<file path="src/rtl/grant_wrr_arbiter.sv">
// Four-input weighted round-robin arbiter for the grant channel, with multibeat locking and a registered output.
// Ports:
//   clk, reset (async, active high)
//   io_in_valid/ready     : per-input handshake
//   io_in_bits_*          : packed per-input fields
//   cfg_weight            : messages per turn for each input (0 counts as 1)
//   io_out_valid/ready    : registered output handshake
//   io_out_bits_*         : registered fields
//   io_chosen             : registered source index
// Optional: define GRANT_ARB_LOCK_CHECK_EN to add the sticky err_lock output.
module grant_wrr_arbiter #(
  parameter int N_IN     = 4,
  parameter int DATA_W   = 64,
  parameter int BEATS    = 8,
  parameter int WEIGHT_W = 3
) (
  input  logic                       clk,
  input  logic                       reset,
  input  logic [N_IN-1:0]            io_in_valid,
  output logic [N_IN-1:0]            io_in_ready,
  input  logic [3*N_IN-1:0]          io_in_bits_addr_beat,
  input  logic [2*N_IN-1:0]          io_in_bits_client_xact_id,
  input  logic [N_IN-1:0]            io_in_bits_manager_xact_id,
  input  logic [N_IN-1:0]            io_in_bits_is_builtin_type,
  input  logic [4*N_IN-1:0]          io_in_bits_g_type,
  input  logic [DATA_W*N_IN-1:0]     io_in_bits_data,
  input  logic [WEIGHT_W*N_IN-1:0]   cfg_weight,
  input  logic                       io_out_ready,
  output logic                       io_out_valid,
  output logic [2:0]                 io_out_bits_addr_beat,
  output logic [1:0]                 io_out_bits_client_xact_id,
  output logic                       io_out_bits_manager_xact_id,
  output logic                       io_out_bits_is_builtin_type,
  output logic [3:0]                 io_out_bits_g_type,
  output logic [DATA_W-1:0]          io_out_bits_data,
  output logic [1:0]                 io_chosen
`ifdef GRANT_ARB_LOCK_CHECK_EN
  ,
  output logic                       err_lock
`endif
);

  localparam int BW = $clog2(BEATS);

  logic [1:0]          cur_q, cur_d;
  logic [1:0]          own_q, own_d;
  logic [WEIGHT_W-1:0] cred_q, cred_d;
  logic [BW-1:0]       beat_q, beat_d;
  logic                lock_q, lock_d;

  logic                vld_q;
  logic [2:0]          ab_q;
  logic [1:0]          cx_q;
  logic                mx_q;
  logic                bi_q;
  logic [3:0]          gt_q;
  logic [DATA_W-1:0]   dt_q;
  logic [1:0]          ch_q;

  logic [1:0]          sel, scan, idx;
  logic                found;
  logic                slot_free, fire, mb, done;
  logic [BW-1:0]       beat_inc;
  logic [WEIGHT_W-1:0] w_sel;

  logic [2:0]          s_ab;
  logic [1:0]          s_cx;
  logic                s_mx;
  logic                s_bi;
  logic [3:0]          s_gt;
  logic [DATA_W-1:0]   s_dt;

  assign slot_free = !vld_q || io_out_ready;

  // Round-robin scan starting after cur; cur itself is visited last.
  always_comb begin
    scan  = cur_q + 2'd1;
    found = 1'b0;
    idx   = cur_q;
    for (int k = 1; k <= N_IN; k++) begin
      idx = cur_q + 2'(k);
      if (!found && io_in_valid[idx]) begin
        scan  = idx;
        found = 1'b1;
      end
    end
  end

  always_comb begin
    sel = scan;
    unique case (1'b1)
      lock_q:
        sel = own_q;
      !lock_q && (cred_q != '0) && io_in_valid[cur_q]:
        sel = cur_q;
      default:
        sel = scan;
    endcase
  end

  assign s_ab = io_in_bits_addr_beat[int'(sel)*3 +: 3];
  assign s_cx = io_in_bits_client_xact_id[int'(sel)*2 +: 2];
  assign s_mx = io_in_bits_manager_xact_id[sel];
  assign s_bi = io_in_bits_is_builtin_type[sel];
  assign s_gt = io_in_bits_g_type[int'(sel)*4 +: 4];
  assign s_dt = io_in_bits_data[int'(sel)*DATA_W +: DATA_W];
  assign w_sel = cfg_weight[int'(sel)*WEIGHT_W +: WEIGHT_W];

  assign io_in_ready = slot_free ? (N_IN'(1) << sel) : '0;
  assign fire        = slot_free && io_in_valid[sel];

  assign mb       = (s_bi && s_gt == 4'd5) || (!s_bi && s_gt == 4'd0);
  assign beat_inc = beat_q + BW'(1);
  // A message ends on a single beat or when the beat counter wraps.
  assign done     = fire && (!mb || beat_inc == '0);

  always_comb begin
    beat_d = beat_q;
    lock_d = lock_q;
    own_d  = own_q;
    cur_d  = cur_q;
    cred_d = cred_q;
    if (fire && mb) begin
      beat_d = beat_inc;
      lock_d = (beat_inc != '0);
      own_d  = sel;
    end
    if (done) begin
      if (sel == cur_q) begin
        cred_d = (cred_q == '0) ? '0 : cred_q - WEIGHT_W'(1);
      end else begin
        cur_d  = sel;
        cred_d = (w_sel == '0) ? '0 : w_sel - WEIGHT_W'(1);
      end
    end
  end

  always_ff @(posedge clk or posedge reset) begin
    if (reset) begin
      cur_q  <= 2'(N_IN - 1);
      own_q  <= '0;
      cred_q <= '0;
      beat_q <= '0;
      lock_q <= 1'b0;
    end else begin
      cur_q  <= cur_d;
      own_q  <= own_d;
      cred_q <= cred_d;
      beat_q <= beat_d;
      lock_q <= lock_d;
    end
  end

  always_ff @(posedge clk or posedge reset) begin
    if (reset) begin
      vld_q <= 1'b0;
      ab_q  <= '0;
      cx_q  <= '0;
      mx_q  <= 1'b0;
      bi_q  <= 1'b0;
      gt_q  <= '0;
      dt_q  <= '0;
      ch_q  <= '0;
    end else if (fire) begin
      vld_q <= 1'b1;
      ab_q  <= s_ab;
      cx_q  <= s_cx;
      mx_q  <= s_mx;
      bi_q  <= s_bi;
      gt_q  <= s_gt;
      dt_q  <= s_dt;
      ch_q  <= sel;
    end else if (slot_free) begin
      vld_q <= 1'b0;
    end
  end

  assign io_out_valid                = vld_q;
  assign io_out_bits_addr_beat       = ab_q;
  assign io_out_bits_client_xact_id  = cx_q;
  assign io_out_bits_manager_xact_id = mx_q;
  assign io_out_bits_is_builtin_type = bi_q;
  assign io_out_bits_g_type          = gt_q;
  assign io_out_bits_data            = dt_q;
  assign io_chosen                   = ch_q;

`ifdef GRANT_ARB_LOCK_CHECK_EN
  logic err_q, err_d;

  // Owner stalling a locked burst, or a beat arriving out of order.
  always_comb begin
    err_d = err_q;
    if (lock_q && !io_in_valid[own_q] && slot_free)
      err_d = 1'b1;
    if (fire && mb && (32'(s_ab) != 32'(beat_q)))
      err_d = 1'b1;
  end

  always_ff @(posedge clk or posedge reset) begin
    if (reset) err_q <= 1'b0;
    else       err_q <= err_d;
  end

  assign err_lock = err_q;
`endif

endmodule

</file>
<file path="config.mk">
export PLATFORM = sky130hd
export DESIGN_NAME = grant_wrr_arbiter
export DESIGN_NICKNAME = d
export VERILOG_FILES = /design/src/rtl/grant_wrr_arbiter.sv
export SDC_FILE = /design/constraint.sdc
export NUM_CORES = 1
export LEC_CHECK = 0
export CORE_AREA = 2 2 155 157
export CTS_CLUSTER_SIZE = 10
export DETAILED_ROUTE_END_ITERATION = 8
export DIE_AREA = 0 0 157 159
export PLACE_DENSITY_LB_ADDON = 0.05
export RECOVER_POWER = 50
export SYNTH_ARGS = -nofsm -noshare
export SYNTH_HDL_FRONTEND = slang
export SYNTH_SLANG_ARGS = --single-unit
</file>
<file path="constraint.sdc">
create_clock -name clk -period 3.7 [get_ports clk]
set_input_delay 0.555 -clock clk [delete_from_list [all_inputs] [get_ports clk]]
set_output_delay 0.555 -clock clk [all_outputs]
set_load 0.05 [all_outputs]
</file>
Word-level counts from Yosys, hierarchy flattened:

Cells that the tools add are included.

* bits in read-only memories: 0
* register bits: 89
* output and inout bits: 82
* bits in writable memories: 0
* memories kept: 0
* bits in latches: 0

* order comparisons: 5
* div/mod/pow operators: 0
* reductions and logical operators: 28
* add/sub/neg operators: 6
* mux-type cells: 27
* eq/ne operators: 2
* bitwise logic cells: 1
* $mul: 1
* shift-type cells: 6

Operator list (count)
* $shiftx A256 B9 Y64: 1
* $shiftx A12 B32 Y3: 1
* $shiftx A16 B5 Y4: 1
* $lt A2 B3 Y1 const B: 5
* $bmux W1 S2: 7
* $mux W1: 12
* $shiftx A12 B5 Y3: 1
* $logic_and A1 B1 Y1: 10
* $logic_not A3 Y1: 3
* $mux W3: 3
* $shiftx A8 B4 Y2: 1
* $logic_not A1 Y1: 7
* $mux W2: 3
* $reduce_bool A3 Y1: 2
* $sub A3 B1 Y3 const B: 2
* $add A2 B2 Y2 const B: 2
* $eq A4 B3 Y1 const B: 1
* $logic_not A4 Y1: 1
* $mul A2 B2 Y4 const B: 1
* $mux W4: 1
* $pmux W2 S2: 1
* $shl A1 B2 Y4 const A: 1
* $add A3 B1 Y3 const B: 1
* $logic_or A1 B1 Y1: 3
* 5 further kinds: 5

Depth between registers and ports, before layout:

Gate-level depths: netlist of the first run.

* word-level depth: 23
* mapped depth: 13
* depth with buffers taken out: 11

Worst setup path before layout of the first run:

No wires, ideal clock.

* path kind: input -> output
* start point: input port io_in_valid[3]
* end point: output port io_in_ready[1]
* path slack: -683 ps
* cell stages on the path: 10
* required time: 3145 ps
* arrival time: 3828 ps
* buffers on the path: 5
* cells stage by stage: buf_6 -> mux4_2 -> and2_1 -> or3_1 -> o311a_1 -> buf_1 -> clkbuf_1 -> buf_1 -> clkbuf_1 -> nor3_1

* cells in the longest elaborated chain, start to end: 15
* elaborated cells between the ends (all ways): 24

RTL lines
* start, declared: RTL line 19 `input logic [N_IN-1:0] io_in_valid,`
* $bmux W1 S2: RTL line 82 `if (!found && io_in_valid[idx]) begin`
* $mux W1 (not written as such): RTL line 82
* $mux W1: RTL line 82
* $logic_not A1 Y1: RTL line 82
* $logic_and A1 B1 Y1: RTL line 82
* $mux W1: RTL line 82
* $logic_not A1 Y1: RTL line 82
* $logic_and A1 B1 Y1: RTL line 82
* $mux W1: RTL line 82
* $logic_not A1 Y1: RTL line 82
* $logic_and A1 B1 Y1: RTL line 82
* $mux W2: RTL line 82
* $pmux W2 S2 *: RTL line 91 `unique case (1'b1)`
* $shl A1 B2 Y4 *: RTL line 109 `assign io_in_ready = slot_free ? (N_IN'(1) << sel) : '0;`
* $mux W4 *: RTL line 109
* end, declared: RTL line 20 `output logic [N_IN-1:0] io_in_ready,`

Every way passes the cells marked *; elsewhere a longest branch is shown, timed or not. The select of a mux whose other input is x is not followed.

Worst setup path after layout of the first run:

Same ends and word-level chain as after synthesis.

==> flow_summary.html, run 1 <==
<table>
<tr><th>Metric</th><th>Value</th></tr>
<tr><th colspan="2">Finish</th></tr>
<tr><td>Synthesis-to-finish area growth</td><td>78.0%</td></tr>
<tr><td>Antenna fix cells</td><td>0</td></tr>
<tr><td>Layout cell share with drive strength beyond 1</td><td>0.0607</td></tr>
<tr><td>Net count reported at finish</td><td>1,620</td></tr>
<tr><td>Fraction of the core area covered by cells at the end of the flow</td><td>0.473</td></tr>
<tr><th colspan="2">Power</th></tr>
<tr><td>Maximum VDD drop</td><td>0.581 mV</td></tr>
<tr><td>Ratio of total power to cell area</td><td>1060 nW/um2</td></tr>
<tr><td>Cell leakage power</td><td>0.00492 uW</td></tr>
<tr><td>Final total power</td><td>11,600 uW</td></tr>
<tr><th colspan="2">Logic synthesis</th></tr>
<tr><td>Top cells by area in the synthesized netlist</td><td>sky130_fd_sc_hd__dfrtp_1, sky130_fd_sc_hd__nand2_1, sky130_fd_sc_hd__o21ai_0</td></tr>
<tr><td>Most frequent cells after synthesis</td><td>sky130_fd_sc_hd__nand2_1, sky130_fd_sc_hd__o21ai_0, sky130_fd_sc_hd__dfrtp_1</td></tr>
<tr><td>Number of cells produced by synthesis</td><td>921</td></tr>
<tr><td>Fraction of synthesis flops using an asynchronous set or reset pin</td><td>1.00</td></tr>
<tr><td>Synthesized net count</td><td>1,244</td></tr>
<tr><td>Average cell area after synthesis</td><td>6.69 um2</td></tr>
<tr><td>Count of unique library cells instantiated by Yosys</td><td>54</td></tr>
<tr><td>Sequential element share of the synthesized area</td><td>0.362</td></tr>
<tr><td>Dominant cell type by area after synthesis</td><td>sky130_fd_sc_hd__dfrtp_1</td></tr>
<tr><td>Most frequent cell after synthesis</td><td>sky130_fd_sc_hd__nand2_1</td></tr>
<tr><td>Commonest register cell after synthesis</td><td>sky130_fd_sc_hd__dfrtp_1</td></tr>
<tr><td>Total standard cell area after synthesis</td><td>6160 um2</td></tr>
<tr><td>Total of warnings raised by yosys</td><td>0</td></tr>
<tr><td>Count of flip-flops with a built-in enable after synthesis</td><td>0</td></tr>
<tr><td>Area share of the largest cell type after synthesis</td><td>0.353</td></tr>
<tr><td>#FFs+latches synth</td><td>89</td></tr>
<tr><th colspan="2">Timing</th></tr>
<tr><td>Count of endpoints failing hold in the final timing report</td><td>0</td></tr>
<tr><td>Final Critical Period</td><td>3.57 ns</td></tr>
<tr><td>Max Transition Viols Final</td><td>75</td></tr>
<tr><td>Final-report setup violation count</td><td>0</td></tr>
<tr><td>Timing-limited maximum frequency</td><td>280 MHz</td></tr>
<tr><td>Worst hold margin</td><td>0.472 ns</td></tr>
<tr><td>Clock tree skew after final layout</td><td>0.00608 ns</td></tr>
<tr><td>Sum of negative setup slack</td><td>0 ns</td></tr>
<tr><td>Transition time at the pin with the least slew margin</td><td>1.64 ns</td></tr>
<tr><td>Setup repair after global routing missed its margin</td><td>no</td></tr>
<tr><td>Worst slew margin relative to its limit</td><td>-0.0926</td></tr>
<tr><td>Portion of the clock cycle consumed by the worst path in the final layout</td><td>0.965</td></tr>
<tr><th colspan="2">Floorplanning</th></tr>
<tr><td>Chip Height</td><td>159 um</td></tr>
<tr><td>Total number of placement rows</td><td>56</td></tr>
<tr><td>Die width</td><td>157 um</td></tr>
<tr><td>Die footprint</td><td>25,000 um2</td></tr>
<tr><td>Top-level I/O count</td><td>401</td></tr>
<tr><td>Placeable core area</td><td>23,200 um2</td></tr>
<tr><td>Starting Density</td><td>0.266</td></tr>
<tr><th colspan="2">Clocking</th></tr>
<tr><td>Clock Sink Count</td><td>89</td></tr>
<tr><td>CTS HTree Levels</td><td>3</td></tr>
<tr><td>Total setup buffers inserted after CTS</td><td>0</td></tr>
<tr><td>Hold Buf Count CTS</td><td>0</td></tr>
<tr><td>Clock transition time at the flip-flop clock pins of the worst setup and hold paths</td><td>0.06 ns</td></tr>
<tr><td>Clk Latency, worst-skew pair</td><td>0.34 ns</td></tr>
<tr><td>Clk buf depth</td><td>2</td></tr>
<tr><td>Clock tree root driver cell</td><td>sky130_fd_sc_hd__clkbuf_16</td></tr>
<tr><td>Clock tree from TritonCTS</td><td>built</td></tr>
<tr><td>Number of buffers inserted during clock tree synthesis</td><td>9</td></tr>
<tr><th colspan="2">Global routing</th></tr>
<tr><td>Pin count of the biggest net entering global routing</td><td>75</td></tr>
<tr><td>Total Routing Usage GR</td><td>0.197</td></tr>
<tr><td>Global route overflow</td><td>0</td></tr>
<tr><td>Number of global-route vias before repair</td><td>6,880</td></tr>
<tr><td>Global-route wire length before repair</td><td>38,200 um</td></tr>
<tr><td>Number of antenna violations at the first check in global routing</td><td>1</td></tr>
<tr><th colspan="2">Worst setup path</th></tr>
<tr><td>Cell Chain, Critical Path</td><td>clkdlybuf4s50_1 -&gt; mux4_2 -&gt; and2_1 -&gt; or4_4 -&gt; nand2_8 -&gt; buf_4 -&gt; buf_4 -&gt; buf_6 -&gt; nor3_4 -&gt; buf_12</td></tr>
<tr><td>Category of cells accounting for the largest share of critical-path delay</td><td>buffers and inverters</td></tr>
<tr><td>Required arrival time at the worst endpoint</td><td>3.14 ns</td></tr>
<tr><td>Crit path DAT</td><td>3.02 ns</td></tr>
<tr><td>Worst setup path class</td><td>in -&gt; out</td></tr>
<tr><td>Buf/Inv on CP</td><td>5</td></tr>
<tr><td>Crit. End Element</td><td>output port</td></tr>
<tr><td>Critical path peak fanout</td><td>15</td></tr>
<tr><td>CP max stage cell</td><td>sky130_fd_sc_hd__or4_4</td></tr>
<tr><td>Biggest cell delay along the critical path</td><td>0.53 ns</td></tr>
<tr><td>Most frequent cell on the critical path</td><td>sky130_fd_sc_hd__buf_4</td></tr>
<tr><td>Startpoint kind of the worst setup timing path</td><td>input port</td></tr>
<tr><th colspan="2">Status</th></tr>
<tr><td>Status</td><td>finished with violations</td></tr>
<tr><td>Violated checks</td><td>max-capacitance violations, max-slew violations</td></tr>
<tr><th colspan="2">Drt</th></tr>
<tr><td>Average via count per standard cell</td><td>4.42</td></tr>
<tr><td>Per-cell routed wire length</td><td>15.5 um</td></tr>
<tr><td>Via total after detailed routing</td><td>7,161</td></tr>
<tr><td>Total detailed-routing wirelength</td><td>25,200 um</td></tr>
<tr><td>Router iterations before antenna repair</td><td>4</td></tr>
<tr><td>Number of routed nets with antenna violations</td><td>0</td></tr>
<tr><td>Post-detailed-route DRC marker count</td><td>0</td></tr>
<tr><td>Detailed Route Iter0 Violations</td><td>399</td></tr>
<tr><th colspan="2">Placed design</th></tr>
<tr><td>Detailed Place HPWL</td><td>19,400 um</td></tr>
<tr><td>Quantity of I/O buffers inserted on ports</td><td>400</td></tr>
<tr><td>Final GP Congestion</td><td>0.787</td></tr>
<tr><th colspan="2">Min path</th></tr>
<tr><td>Worst min-delay path class</td><td>reg -&gt; reg</td></tr>
<tr><th colspan="2">Flow run</th></tr>
<tr><td>Max_cap viols</td><td>1</td></tr>
</table>
-- metal layers --
layer	global-route usage	vias to the layer above	share of wire
met1	0.222	3082	0.40
met3	0.0634	22	0.097
met4	0.0471	2	0.013
li1	-	3782	-
met5	0	-	0.00052
met2	0.356	273	0.49
-- stage by stage --
stage,cell area [um2],instances,setup WS [ns]
after floorplan,6190,921,-0.0231
after global routing,11000,1620,0.0205
after detailed placement,10700,1605,-0.311
after global placement,10700,1605,-0.264
after CTS,11000,1620,0.0184
final,11000,1620,0.130
-- power breakdown --
group	internal [uW]	switching (uW)	leakage [uW]	total, uW
Combinational	3190	5710	0.00371	8900
Sequential	1520	296	0.00109	1810
Clock	520	385	0.000133	906
-- placed cells by master, fill, tap and decap left out, drive strengths merged, types with 4 or more instances in the layout --
cell / n
dlygate4sd3: 42
inv: 5
nand2b: 5
dfrtp: 87
clkdlybuf4s50: 354
nand2: 437
nor3: 4
clkbuf: 14
ha: 4
nand3: 72
a21oi: 9
mux2i: 19
nor2: 8
o21ai: 146
mux2: 11
xnor2: 4
buf: 37
-- area by class of cell --
| class | count | area [um2] |
|---|---|---|
| Clock buffer | 12 | 236 |
| Clock inverter | 3 | 42.5 |
| Fill cell | 2430 | 12200 |
| Inverter | 5 | 18.8 |
| Multi-Input combinational cell | 757 | 3690 |
| Sequential cell | 89 | 2230 |
| Tap cell | 319 | 399 |
| Timing Repair Buffer | 435 | 4350 |
-- state kept, by name, summed over array words and instances (netlist names) --
signal and cells:
cred_q 3, own_q 2, lock_q 1, io_out_bits_data 64
io_out_bits_addr_beat 3, io_chosen 2, io_out_bits_manager_xact_id 1, io_out_valid 1
io_out_bits_client_xact_id 2, cur_q 2, io_out_bits_is_builtin_type 1, io_out_bits_g_type 4
beat_q 3
-- final timing paths --
path / from / endpoint / slack (ns) / cells past startpoint
max: io_in_valid[3] / io_in_ready[1] / 0.13 / 10
min: io_out_bits_data[25]$_DFFE_PP0P_ / io_out_bits_data[25]$_DFFE_PP0P_ / 0.47 / 2
max reg2reg: cur_q[1]$_DFFE_PP1P_ / cur_q[0]$_DFFE_PP1P_ / 0.23 / 11
min reg2reg: io_out_bits_data[25]$_DFFE_PP0P_ / io_out_bits_data[25]$_DFFE_PP0P_ / 0.47 / 2
max in group asynchronous: reset / io_out_bits_data[5]$_DFFE_PP0P_ / 1.37 / 3
min in group asynchronous: reset / io_out_bits_data[42]$_DFFE_PP0P_ / 1.16 / 2
-- worst reg2reg max path, delay by kind of cell (launching register included) --
kind,cells,cell delay [ns]
buffers and inverters,1,0.14
AOI/OAI and AO/OA,1,0.36
and+or+nand+nor,5,1.33
muxes,4,1.01
DFF,1,0.56
-- repair_timing --
| action | in CTS | in global routing |
|---|---|---|
| gates resized for setup | 1 | 5 |
| pin swaps | 0 | 2 |
| setup endpoints to repair | 1 | 9 |
| gates cloned | 0 | 0 |
| hold endpoints to repair | 0 | 0 |
-- cells by family after synthesis --
group / after synthesis / synth area share
simple gates: 541 / 0.359
compound gates: 175 / 0.156
flops: 89 / 0.362
buf+inv: 75 / 0.0502
mux: 31 / 0.0567
xor+xnor: 6 / 0.00853
fa+ha+maj: 4 / 0.00813
Note: power is estimated with default switching activity, not from simulation.
==> run 2, diff against run 1 <==
--- a/config.mk
+++ b/config.mk
@@ -9,6 +9,7 @@
 export CTS_CLUSTER_SIZE = 10
 export DETAILED_ROUTE_END_ITERATION = 8
 export DIE_AREA = 0 0 157 159
+export GPL_TIMING_DRIVEN = 0
 export PLACE_DENSITY_LB_ADDON = 0.05
 export RECOVER_POWER = 50
 export SYNTH_ARGS = -nofsm -noshare
==> run 2 against run 1 <==
Effect of this change: the flow still finishes with violations (max-capacitance violations, max-slew violations); combinational power is 13% higher; global-route usage is 3.6 points higher; setup slack worse by 0.083 ns; core utilization grew 1.7 points; worst hold slack improved by 0.00079 ns; register-to-register slack worse by 0.18 ns; die area is the same; power grew 12%; count of clock-buffer cells in the layout stayed put; sequential share of layout area is 0.69 points lower; critical endpoint is now cred_q[0]$_DFFE_PP0P_.
==> flow_summary.html, run 2 (synthesized netlist as in run 1, its figures left out) <==
<table>
<tr><th>Metric</th><th>Value</th></tr>
<tr><th colspan="2">Power</th></tr>
<tr><td>Cell leakage power</td><td>0.00510 uW (+3.6%)</td></tr>
<tr><td>Maximum VDD drop</td><td>0.391 mV (-33%)</td></tr>
<tr><td>Net Sw Power</td><td>7110 uW (+11%)</td></tr>
<tr><td>Sw Share</td><td>0.548 (-0.00172)</td></tr>
<tr><td>Sequential Power Share</td><td>0.140 (-0.016)</td></tr>
<tr><td>Power share of the clock group</td><td>0.078 (about the same)</td></tr>
<tr><td>Ratio of total power to cell area</td><td>1140 nW/um2 (+7.8%)</td></tr>
<tr><td>Internal Power</td><td>5850 uW (+12%)</td></tr>
<tr><td>Share of total power in combinational logic</td><td>0.782 (+0.016)</td></tr>
<tr><th colspan="2">Placed design</th></tr>
<tr><td>Worst slack at placement</td><td>-2.18 ns (-1.87 ns)</td></tr>
<tr><td>Post-placement cell area</td><td>10,600 um2 (-0.53%)</td></tr>
<tr><td>Detailed Place HPWL</td><td>23,200 um (+19%)</td></tr>
<tr><td>Final GP Congestion</td><td>0.801 (+1.8%)</td></tr>
<tr><td>Quantity of I/O buffers inserted on ports</td><td>399 (-0.25%)</td></tr>
<tr><td>Instance count after placement with tap cells included</td><td>1,640 (+2.2%)</td></tr>
<tr><th colspan="2">Timing</th></tr>
<tr><td>Worst hold margin</td><td>0.473 ns (+0.000792 ns)</td></tr>
<tr><td>Max Transition Viols Final</td><td>92 (+23%)</td></tr>
<tr><td>Transition time at the pin with the least slew margin</td><td>1.53 ns (-0.111 ns)</td></tr>
<tr><td>Portion of the clock cycle consumed by the worst path in the final layout</td><td>0.987 (+0.0224)</td></tr>
<tr><td>Fin worst setup slack</td><td>0.0468 ns (-0.0829 ns)</td></tr>
<tr><td>Worst slew margin relative to its limit</td><td>-0.0185 (+0.0741)</td></tr>
<tr><td>Setup repair after global routing missed its margin</td><td>yes</td></tr>
<tr><td>Clock tree skew after final layout</td><td>0.00617 ns (+0.0000843 ns)</td></tr>
<tr><td>Count of endpoints failing hold in the final timing report</td><td>0 (unchanged)</td></tr>
<tr><td>Final-report setup violation count</td><td>0 (unchanged)</td></tr>
<tr><td>Timing-limited maximum frequency</td><td>274 MHz (-2.3%)</td></tr>
<tr><td>Final Critical Period</td><td>3.65 ns (+0.0829 ns)</td></tr>
<tr><th colspan="2">Global routing</th></tr>
<tr><td>Total Routing Usage GR</td><td>0.233 (+0.0363)</td></tr>
<tr><td>Pin count of the biggest net entering global routing</td><td>59 (-21%)</td></tr>
<tr><td>Number of global-route vias before repair</td><td>7,622 (+11%)</td></tr>
<tr><td>Global-route wire length before repair</td><td>44,400 um (+16%)</td></tr>
<tr><td>Global route overflow</td><td>0 (unchanged)</td></tr>
<tr><td>Number of antenna violations at the first check in global routing</td><td>0 (-1)</td></tr>
<tr><th colspan="2">Worst setup path</th></tr>
<tr><td>Cell Chain, Critical Path</td><td>mux4_2 -&gt; and2_4 -&gt; or4_4 -&gt; and2_4 -&gt; buf_4 -&gt; a21oi_4 -&gt; a22oi_2 -&gt; or3_4 -&gt; a221o_1 -&gt; nand3_4 -&gt; buf_12 -&gt; mux2i_1</td></tr>
<tr><td>Biggest cell delay along the critical path</td><td>0.57 ns (+0.04 ns)</td></tr>
<tr><td>Required arrival time at the worst endpoint</td><td>3.97 ns (+0.83 ns)</td></tr>
<tr><td>Crit. End Element</td><td>flip-flop</td></tr>
<tr><td>Critical path peak fanout</td><td>3 (-12)</td></tr>
<tr><td>Worst setup path class</td><td>reg -&gt; reg</td></tr>
<tr><td>Startpoint kind of the worst setup timing path</td><td>flip-flop</td></tr>
<tr><td>Most frequent cell on the critical path</td><td>sky130_fd_sc_hd__and2_4</td></tr>
<tr><td>Crit path DAT</td><td>3.92 ns (+0.90 ns)</td></tr>
<tr><td>CP max stage cell</td><td>sky130_fd_sc_hd__or4_4</td></tr>
<tr><th colspan="2">Status</th></tr>
<tr><td>Status</td><td>finished with violations</td></tr>
<tr><td>Violated checks</td><td>max-capacitance violations, max-slew violations</td></tr>
<tr><th colspan="2">Floorplanning</th></tr>
<tr><td>Die width</td><td>157 um (unchanged)</td></tr>
<tr><td>Placeable core area</td><td>23,200 um2 (unchanged)</td></tr>
<tr><td>Starting Density</td><td>0.266 (unchanged)</td></tr>
<tr><td>Top-level I/O count</td><td>401 (unchanged)</td></tr>
<tr><td>Chip Height</td><td>159 um (unchanged)</td></tr>
<tr><td>Die footprint</td><td>25,000 um2 (unchanged)</td></tr>
<tr><td>Total number of placement rows</td><td>56 (unchanged)</td></tr>
<tr><th colspan="2">Drt</th></tr>
<tr><td>Total detailed-routing wirelength</td><td>30,000 um (+19%)</td></tr>
<tr><td>Average via count per standard cell</td><td>4.58 (+3.6%)</td></tr>
<tr><td>Router iterations before antenna repair</td><td>5 (+1)</td></tr>
<tr><td>Number of routed nets with antenna violations</td><td>0 (unchanged)</td></tr>
<tr><td>Post-detailed-route DRC marker count</td><td>0 (unchanged)</td></tr>
<tr><td>Via total after detailed routing</td><td>7,659 (+7.0%)</td></tr>
<tr><td>Detailed Route Iter0 Violations</td><td>308 (-23%)</td></tr>
<tr><td>Per-cell routed wire length</td><td>17.9 um (+15%)</td></tr>
<tr><th colspan="2">Finish</th></tr>
<tr><td>Antenna fix cells</td><td>0 (unchanged)</td></tr>
<tr><td>Layout cell share with drive strength beyond 1</td><td>0.0746 (+0.0139)</td></tr>
<tr><td>Commonest non-fill, non-tap cell in the layout</td><td>sky130_fd_sc_hd__nand2_1</td></tr>
<tr><td>Register area</td><td>2230 um2 (unchanged)</td></tr>
<tr><td>Flip-flop count of the largest register after layout</td><td>64 (unchanged)</td></tr>
<tr><td>Multi-input gate area</td><td>3720 um2 (+0.78%)</td></tr>
<tr><td>Leading cell types in the layout, fill and taps excluded</td><td>sky130_fd_sc_hd__nand2_1, sky130_fd_sc_hd__clkdlybuf4s50_1, sky130_fd_sc_hd__o21ai_0</td></tr>
<tr><td>Fill count</td><td>2,399 (-1.3%)</td></tr>
<tr><td>Synthesis-to-finish area growth</td><td>84.2%</td></tr>
<tr><td>Final std cell area, no fill</td><td>11,300 um2 (+3.5%)</td></tr>
<tr><td>Net count reported at finish</td><td>1,672 (+3.2%)</td></tr>
<tr><td>Post-route non-filler standard cell count</td><td>1,673 (+3.3%)</td></tr>
<tr><th colspan="2">Clocking</th></tr>
<tr><td>Clk Latency, worst-skew pair</td><td>0.35 ns (about the same)</td></tr>
<tr><td>Hold Buf Count CTS</td><td>0 (unchanged)</td></tr>
<tr><td>Number of buffers inserted during clock tree synthesis</td><td>9 (unchanged)</td></tr>
<tr><td>Clock transition time at the flip-flop clock pins of the worst setup and hold paths</td><td>0.06 ns (about the same)</td></tr>
<tr><td>Clock Sink Count</td><td>89 (unchanged)</td></tr>
<tr><td>Clk buf depth</td><td>2 (unchanged)</td></tr>
<tr><td>Clock tree from TritonCTS</td><td>built</td></tr>
<tr><td>CTS HTree Levels</td><td>3 (unchanged)</td></tr>
<tr><td>Clock tree root driver cell</td><td>sky130_fd_sc_hd__clkbuf_16</td></tr>
<tr><th colspan="2">Flow run</th></tr>
<tr><td>Max_cap viols</td><td>2 (+1)</td></tr>
<tr><th colspan="2">Min path</th></tr>
<tr><td>Worst min-delay path class</td><td>reg -&gt; reg</td></tr>
</table>
[run 2: cell count changes in the layout (fill, tap and decap cells not counted), moves of 2 or more]
| cell | before | now |
|---|---|---|
| sky130_fd_sc_hd__clkbuf_16 | 9 | 15 |
| sky130_fd_sc_hd__mux2i_2 | 0 | 2 |
| sky130_fd_sc_hd__dlygate4sd2_1 | 0 | 2 |
| sky130_fd_sc_hd__clkbuf_1 | 5 | 28 |
| sky130_fd_sc_hd__dlygate4sd3_1 | 42 | 39 |
| sky130_fd_sc_hd__buf_2 | 0 | 6 |
| sky130_fd_sc_hd__buf_6 | 3 | 5 |
| sky130_fd_sc_hd__buf_4 | 27 | 18 |
| sky130_fd_sc_hd__clkbuf_2 | 0 | 10 |
| sky130_fd_sc_hd__mux2i_1 | 18 | 16 |
| sky130_fd_sc_hd__buf_1 | 0 | 14 |
[run 2: metrics by stage]
stage          TNS (ns)  total power [uW]   util
6_report              0             13000  0.489
3_5_place_dp     -85.87             11200  0.458
5_1_grt          -0.200             14000  0.489
4_1_cts               0             13100  0.489
2_1_floorplan   -0.0231              7880      -
3_3_place_gp    -164.15             11200  0.456
[run 2: timing repair]
item / in CTS / in global routing
buffers inserted: 17 / 1
gates resized for setup: 90 / 14
endpoints found under the setup margin: 91 / 54
pin swaps: 7 / 7
[run 2: cell type report]
class	count	share of cell area
inverter	5	0.00176
clock inverter	4	0.00673
sequential	89	0.196
multi-input combinational	757	0.327
buffer	69	0.0442
timing repair buffer	418	0.366
clock buffer	12	0.0217
tap	319	0.0352
[run 2: critical path, delay by kind of cell, from the launching register on]
kind | cells | cell delay (ns)
multiplexers | 2 | 0.66
AO/OA/AOI/OAI | 3 | 0.65
buffers and inverters | 2 | 0.26
AND/OR/NAND/NOR | 5 | 1.45
flip-flops | 1 | 0.54
[run 2: routing by layer]
layer / track usage / share of wire / vias up
met5: 0 / 0 / -
met3: 0.0558 / 0.074 / 26
met2: 0.413 / 0.49 / 276
met1: 0.279 / 0.42 / 3462
li1: - / - / 3895
met4: 0.0626 / 0.018 / 0
[run 2: power by group through the flow]
stage	registers (uW)	logic [uW]	clock network, uW
floorplan	3240	4630	0
global placement	1800	9350	0
detailed placement	1820	9370	0
CTS	1830	10300	1040
global route	1880	11100	1080
finish	1810	10100	1010
[run 2: worst paths after layout]
kind / slack (ns) / from / depth (start not counted) / to
min in group asynchronous: 1.01 / reset / 2 / io_out_bits_data[38]$_DFFE_PP0P_
max in group asynchronous: 0.58 / reset / 3 / io_out_bits_data[4]$_DFFE_PP0P_
worst min-delay path: 0.47 / io_out_bits_data[19]$_DFFE_PP0P_ / 2 / io_out_bits_data[19]$_DFFE_PP0P_
worst max-delay path: 0.05 / cur_q[1]$_DFFE_PP1P_ / 12 / cred_q[0]$_DFFE_PP0P_
worst max register to register: 0.05 / cur_q[1]$_DFFE_PP1P_ / 12 / cred_q[0]$_DFFE_PP0P_
worst min register to register: 0.47 / io_out_bits_data[19]$_DFFE_PP0P_ / 2 / io_out_bits_data[19]$_DFFE_PP0P_
==> run 3, diff against run 2 <==
==> constraint.sdc (replaced) <==
create_clock -name clk -period 3.7 [get_ports clk]
set_input_delay 0.555 -clock clk [delete_from_list [all_inputs] [get_ports clk]]
set_output_delay 0.555 -clock clk [all_outputs]
set_load 0.005 [all_outputs]
==> run 3 against run 2 <==
Effect of this change: the run ends with max-capacitance violations, max-slew violations, negative setup slack left; clock power is 10% lower; sequential share of layout area rose by 0.072 points; non-clock buffer count increased by 3; count of clock-buffer cells in the layout unchanged; flip-flop and latch count did not move; power decreased by 13%; sequential power hardly changed; setup slack worse by 0.047 ns; maximum frequency fell by 1.3%; worst hold slack hardly changed; core utilization is 0.18 points lower; global-route usage rose by 0.063 points; largest cell class unchanged.
==> flow_summary.html, run 3 (synthesized netlist as in run 1, its figures left out) <==
<table>
<tr><th>Metric</th><th>Value</th></tr>
<tr><th colspan="2">Clocking</th></tr>
<tr><td>Number of buffers inserted during clock tree synthesis</td><td>9 (unchanged)</td></tr>
<tr><td>Clk buf depth</td><td>2 (unchanged)</td></tr>
<tr><td>Clock tree from TritonCTS</td><td>built</td></tr>
<tr><td>Clock transition time at the flip-flop clock pins of the worst setup and hold paths</td><td>0.07 ns (about the same)</td></tr>
<tr><td>Clk Latency, worst-skew pair</td><td>0.34 ns (about the same)</td></tr>
<tr><td>Clock Sink Count</td><td>89 (unchanged)</td></tr>
<tr><td>CTS HTree Levels</td><td>3 (unchanged)</td></tr>
<tr><td>Clock tree root driver cell</td><td>sky130_fd_sc_hd__clkbuf_16</td></tr>
<tr><th colspan="2">Drt</th></tr>
<tr><td>Total detailed-routing wirelength</td><td>29,700 um (-0.74%)</td></tr>
<tr><td>Number of routed nets with antenna violations</td><td>0 (unchanged)</td></tr>
<tr><td>Detailed Route Iter0 Violations</td><td>373 (+21%)</td></tr>
<tr><td>Per-cell routed wire length</td><td>17.7 um (-0.98%)</td></tr>
<tr><td>Post-detailed-route DRC marker count</td><td>0 (unchanged)</td></tr>
<tr><td>Router iterations before antenna repair</td><td>5 (unchanged)</td></tr>
<tr><td>Total length of routed met3 wires</td><td>2180 um (-2.2%)</td></tr>
<tr><td>Average via count per standard cell</td><td>4.61 (+0.63%)</td></tr>
<tr><td>Detail Route met2 WL</td><td>14,700 um (+0.34%)</td></tr>
<tr><td>M1 wire length</td><td>12,000 um (-3.9%)</td></tr>
<tr><td>Topmost layer with routed signal wires</td><td>met5</td></tr>
<tr><td>Via total after detailed routing</td><td>7,726 (+0.87%)</td></tr>
<tr><th colspan="2">Timing</th></tr>
<tr><td>Worst slew margin relative to its limit</td><td>-0.161 (-0.143)</td></tr>
<tr><td>Setup repair after global routing missed its margin</td><td>yes</td></tr>
<tr><td>Clock tree skew after final layout</td><td>0.00839 ns (+0.00222 ns)</td></tr>
<tr><td>Max Transition Viols Final</td><td>67 (-27%)</td></tr>
<tr><td>Transition time at the pin with the least slew margin</td><td>1.74 ns (+0.214 ns)</td></tr>
<tr><td>Timing-limited maximum frequency</td><td>270 MHz (-1.3%)</td></tr>
<tr><td>Count of endpoints failing hold in the final timing report</td><td>0 (unchanged)</td></tr>
<tr><td>Portion of the clock cycle consumed by the worst path in the final layout</td><td>1.00 (+0.0127)</td></tr>
<tr><td>Final-report setup violation count</td><td>1 (+1)</td></tr>
<tr><td>Final Critical Period</td><td>3.70 ns (+0.0470 ns)</td></tr>
<tr><td>Fin worst setup slack</td><td>-0.000236 ns (-0.0470 ns)</td></tr>
<tr><th colspan="2">Worst setup path</th></tr>
<tr><td>Flop2flop setup slack</td><td>-0.0002 ns (-0.05 ns)</td></tr>
<tr><td>Buf/Inv on CP</td><td>2 (unchanged)</td></tr>
<tr><td>Critical path peak fanout</td><td>7 (+4)</td></tr>
<tr><td>Biggest cell delay along the critical path</td><td>0.55 ns (-0.02 ns)</td></tr>
<tr><td>Required arrival time at the worst endpoint</td><td>3.97 ns (about the same)</td></tr>
<tr><td>Category of cells accounting for the largest share of critical-path delay</td><td>simple AND/OR/NAND/NOR gates</td></tr>
<tr><td>Cell Chain, Critical Path</td><td>mux4_2 -&gt; and2_4 -&gt; or4_4 -&gt; buf_12 -&gt; nand2_8 -&gt; buf_8 -&gt; mux2i_2 -&gt; mux2i_2 -&gt; or3_4 -&gt; a221o_1 -&gt; nand3_4 -&gt; mux2_4</td></tr>
<tr><td>CP max stage cell</td><td>sky130_fd_sc_hd__dfstp_2</td></tr>
<tr><td>Crit path DAT</td><td>3.97 ns (+0.05 ns)</td></tr>
<tr><td>Launch point of the worst reg-to-reg path</td><td>cur_q[1]$_DFFE_PP1P_</td></tr>
<tr><td>Cell count of the worst reg-to-reg path</td><td>12 (unchanged)</td></tr>
<tr><td>Most frequent cell on the critical path</td><td>sky130_fd_sc_hd__mux2i_2</td></tr>
<tr><td>Crit. End Element</td><td>flip-flop</td></tr>
<tr><td>Startpoint kind of the worst setup timing path</td><td>flip-flop</td></tr>
<tr><td>End of the worst register-to-register path</td><td>cur_q[1]$_DFFE_PP1P_</td></tr>
<tr><td>Worst setup path class</td><td>reg -&gt; reg</td></tr>
<tr><th colspan="2">Min path</th></tr>
<tr><td>Worst hold path stage count</td><td>2 (unchanged)</td></tr>
<tr><td>Worst min-delay path class</td><td>reg -&gt; reg</td></tr>
<tr><td>Endpoint with the worst hold slack</td><td>io_out_bits_data[0]$_DFFE_PP0P_</td></tr>
<tr><td>Hold Crit Start</td><td>io_out_bits_data[0]$_DFFE_PP0P_</td></tr>
<tr><th colspan="2">Global routing</th></tr>
<tr><td>Number of global-route vias before repair</td><td>7,789 (+2.2%)</td></tr>
<tr><td>Total Routing Usage GR</td><td>0.234 (+0.000626)</td></tr>
<tr><td>Global route overflow</td><td>0 (unchanged)</td></tr>
<tr><td>Global-route wire length before repair</td><td>44,300 um (-0.19%)</td></tr>
<tr><td>Number of antenna violations at the first check in global routing</td><td>2 (+2)</td></tr>
<tr><td>Pin count of the biggest net entering global routing</td><td>67 (+14%)</td></tr>
<tr><th colspan="2">Finish</th></tr>
<tr><td>Layout cell share with drive strength beyond 1</td><td>0.0774 (+0.00284)</td></tr>
<tr><td>Synthesis-to-finish area growth</td><td>83.6%</td></tr>
<tr><td>Flip-flop count of the largest register after layout</td><td>64 (unchanged)</td></tr>
<tr><td>Commonest non-fill, non-tap cell in the layout</td><td>sky130_fd_sc_hd__nand2_1</td></tr>
<tr><td>Net count reported at finish</td><td>1,675 (+0.18%)</td></tr>
<tr><td>Final std cell area, no fill</td><td>11,300 um2 (-0.36%)</td></tr>
<tr><td>Leading cell types in the layout, fill and taps excluded</td><td>sky130_fd_sc_hd__nand2_1, sky130_fd_sc_hd__clkdlybuf4s50_1, sky130_fd_sc_hd__o21ai_0</td></tr>
<tr><td>Fraction of the core area covered by cells at the end of the flow</td><td>0.488 (-0.00178)</td></tr>
<tr><td>Post-route non-filler standard cell count</td><td>1,677 (+0.24%)</td></tr>
<tr><th colspan="2">Status</th></tr>
<tr><td>Violated checks</td><td>max-capacitance violations, max-slew violations, negative setup slack</td></tr>
<tr><td>Status</td><td>finished with violations</td></tr>
<tr><th colspan="2">Power</th></tr>
<tr><td>Sw Share</td><td>0.491 (-0.0570)</td></tr>
<tr><td>Net Sw Power</td><td>5540 uW (-22%)</td></tr>
<tr><td>Share of total power in combinational logic</td><td>0.760 (-0.022)</td></tr>
<tr><td>Power share of the clock group</td><td>0.080 (+0.002)</td></tr>
<tr><td>Cell leakage power</td><td>0.00507 uW (-0.59%)</td></tr>
<tr><td>Internal Power</td><td>5740 uW (-1.9%)</td></tr>
<tr><td>Sequential Power Share</td><td>0.160 (+0.020)</td></tr>
<tr><td>Ratio of total power to cell area</td><td>998 nW/um2 (-13%)</td></tr>
<tr><td>Maximum VDD drop</td><td>0.385 mV (-1.4%)</td></tr>
<tr><th colspan="2">Placed design</th></tr>
<tr><td>Post-placement cell area</td><td>10,600 um2 (-0.28%)</td></tr>
<tr><td>Detailed Place HPWL</td><td>23,000 um (-0.93%)</td></tr>
<tr><td>Instance count after placement with tap cells included</td><td>1,640 (unchanged)</td></tr>
<tr><td>Worst slack at placement</td><td>-2.05 ns (+0.132 ns)</td></tr>
<tr><td>Final GP Congestion</td><td>0.818 (+2.1%)</td></tr>
<tr><td>Quantity of I/O buffers inserted on ports</td><td>399 (unchanged)</td></tr>
<tr><th colspan="2">Floorplanning</th></tr>
<tr><td>Starting Density</td><td>0.266 (unchanged)</td></tr>
<tr><td>Chip Height</td><td>159 um (unchanged)</td></tr>
<tr><td>Die width</td><td>157 um (unchanged)</td></tr>
<tr><td>Total number of placement rows</td><td>56 (unchanged)</td></tr>
<tr><td>Placeable core area</td><td>23,200 um2 (unchanged)</td></tr>
<tr><td>Top-level I/O count</td><td>401 (unchanged)</td></tr>
<tr><td>Die footprint</td><td>25,000 um2 (unchanged)</td></tr>
<tr><th colspan="2">Flow run</th></tr>
<tr><td>Max_cap viols</td><td>1 (-1)</td></tr>
</table>
[run 3: worst min-delay path: stages, from the launching register on]
cell	delay, ns
sky130_fd_sc_hd__dfrtp_1	0.34
sky130_fd_sc_hd__nand2_1	0.04
sky130_fd_sc_hd__o21ai_0	0.06
[run 3: power by group through the flow]
stage	logic, uW	clock network (uW)	registers, uW
2_1_floorplan	4470	0	1810
3_3_place_gp	7750	0	1790
3_5_place_dp	7800	0	1810
4_1_cts	8620	923	1820
5_1_grt	9570	969	1880
6_report	8570	906	1810
[run 3: cell type report]
class	instances	area, um2
sequential	89	2230
clock inverter	3	42.5
fill	2420	11900
buffer	68	470
inverter	5	20.0
tap	319	399
clock buffer	12	236
multi-input combinational	757	3720
antenna	2	5.00
timing repair buffer	422	4190
[run 3: repair_timing]
action,CTS,global route
hold buffers,0,0
resized for setup,73,24
gates cloned,0,0
pin swaps,7,3
setup endpoints to repair,92,60
buffers inserted,17,5
[run 3: worst max path at each step]
stage                         start                   end  slack [ns]  depth (start not counted)
2_1_floorplan        io_in_valid[3]  cur_q[1]$_DFFE_PP1P_        0.11                         11
3_3_place_gp         io_in_valid[2]        io_in_ready[2]       -2.03                         12
6_report       cur_q[1]$_DFFE_PP1P_  cur_q[1]$_DFFE_PP1P_     -0.0002                         12
4_1_cts        cur_q[1]$_DFFE_PP1P_  cur_q[1]$_DFFE_PP1P_        0.01                         12
3_5_place_dp         io_in_valid[2]        io_in_ready[2]       -2.05                         12
5_1_grt        cur_q[1]$_DFFE_PP1P_  cur_q[1]$_DFFE_PP1P_       -0.11                         12
[run 3: stage by stage]
stage | power [uW] | hold WS (ns) | setup TNS (ns)
detailed placement | 9600 | 0.469 | -93.81
floorplan | 6290 | 0.465 | 0
finish | 11300 | 0.473 | -0.000236
global route | 12400 | 0.495 | -0.677
CTS | 11400 | 0.483 | 0
global placement | 9540 | 0.459 | -173.33
[run 3: layer usage]
metal | GRT usage | vias to the layer above
met2 | 0.414 | 249
li1 | - | 3904
met4 | 0.0817 | 2
met3 | 0.0612 | 46
met5 | 0 | -
met1 | 0.269 | 3525
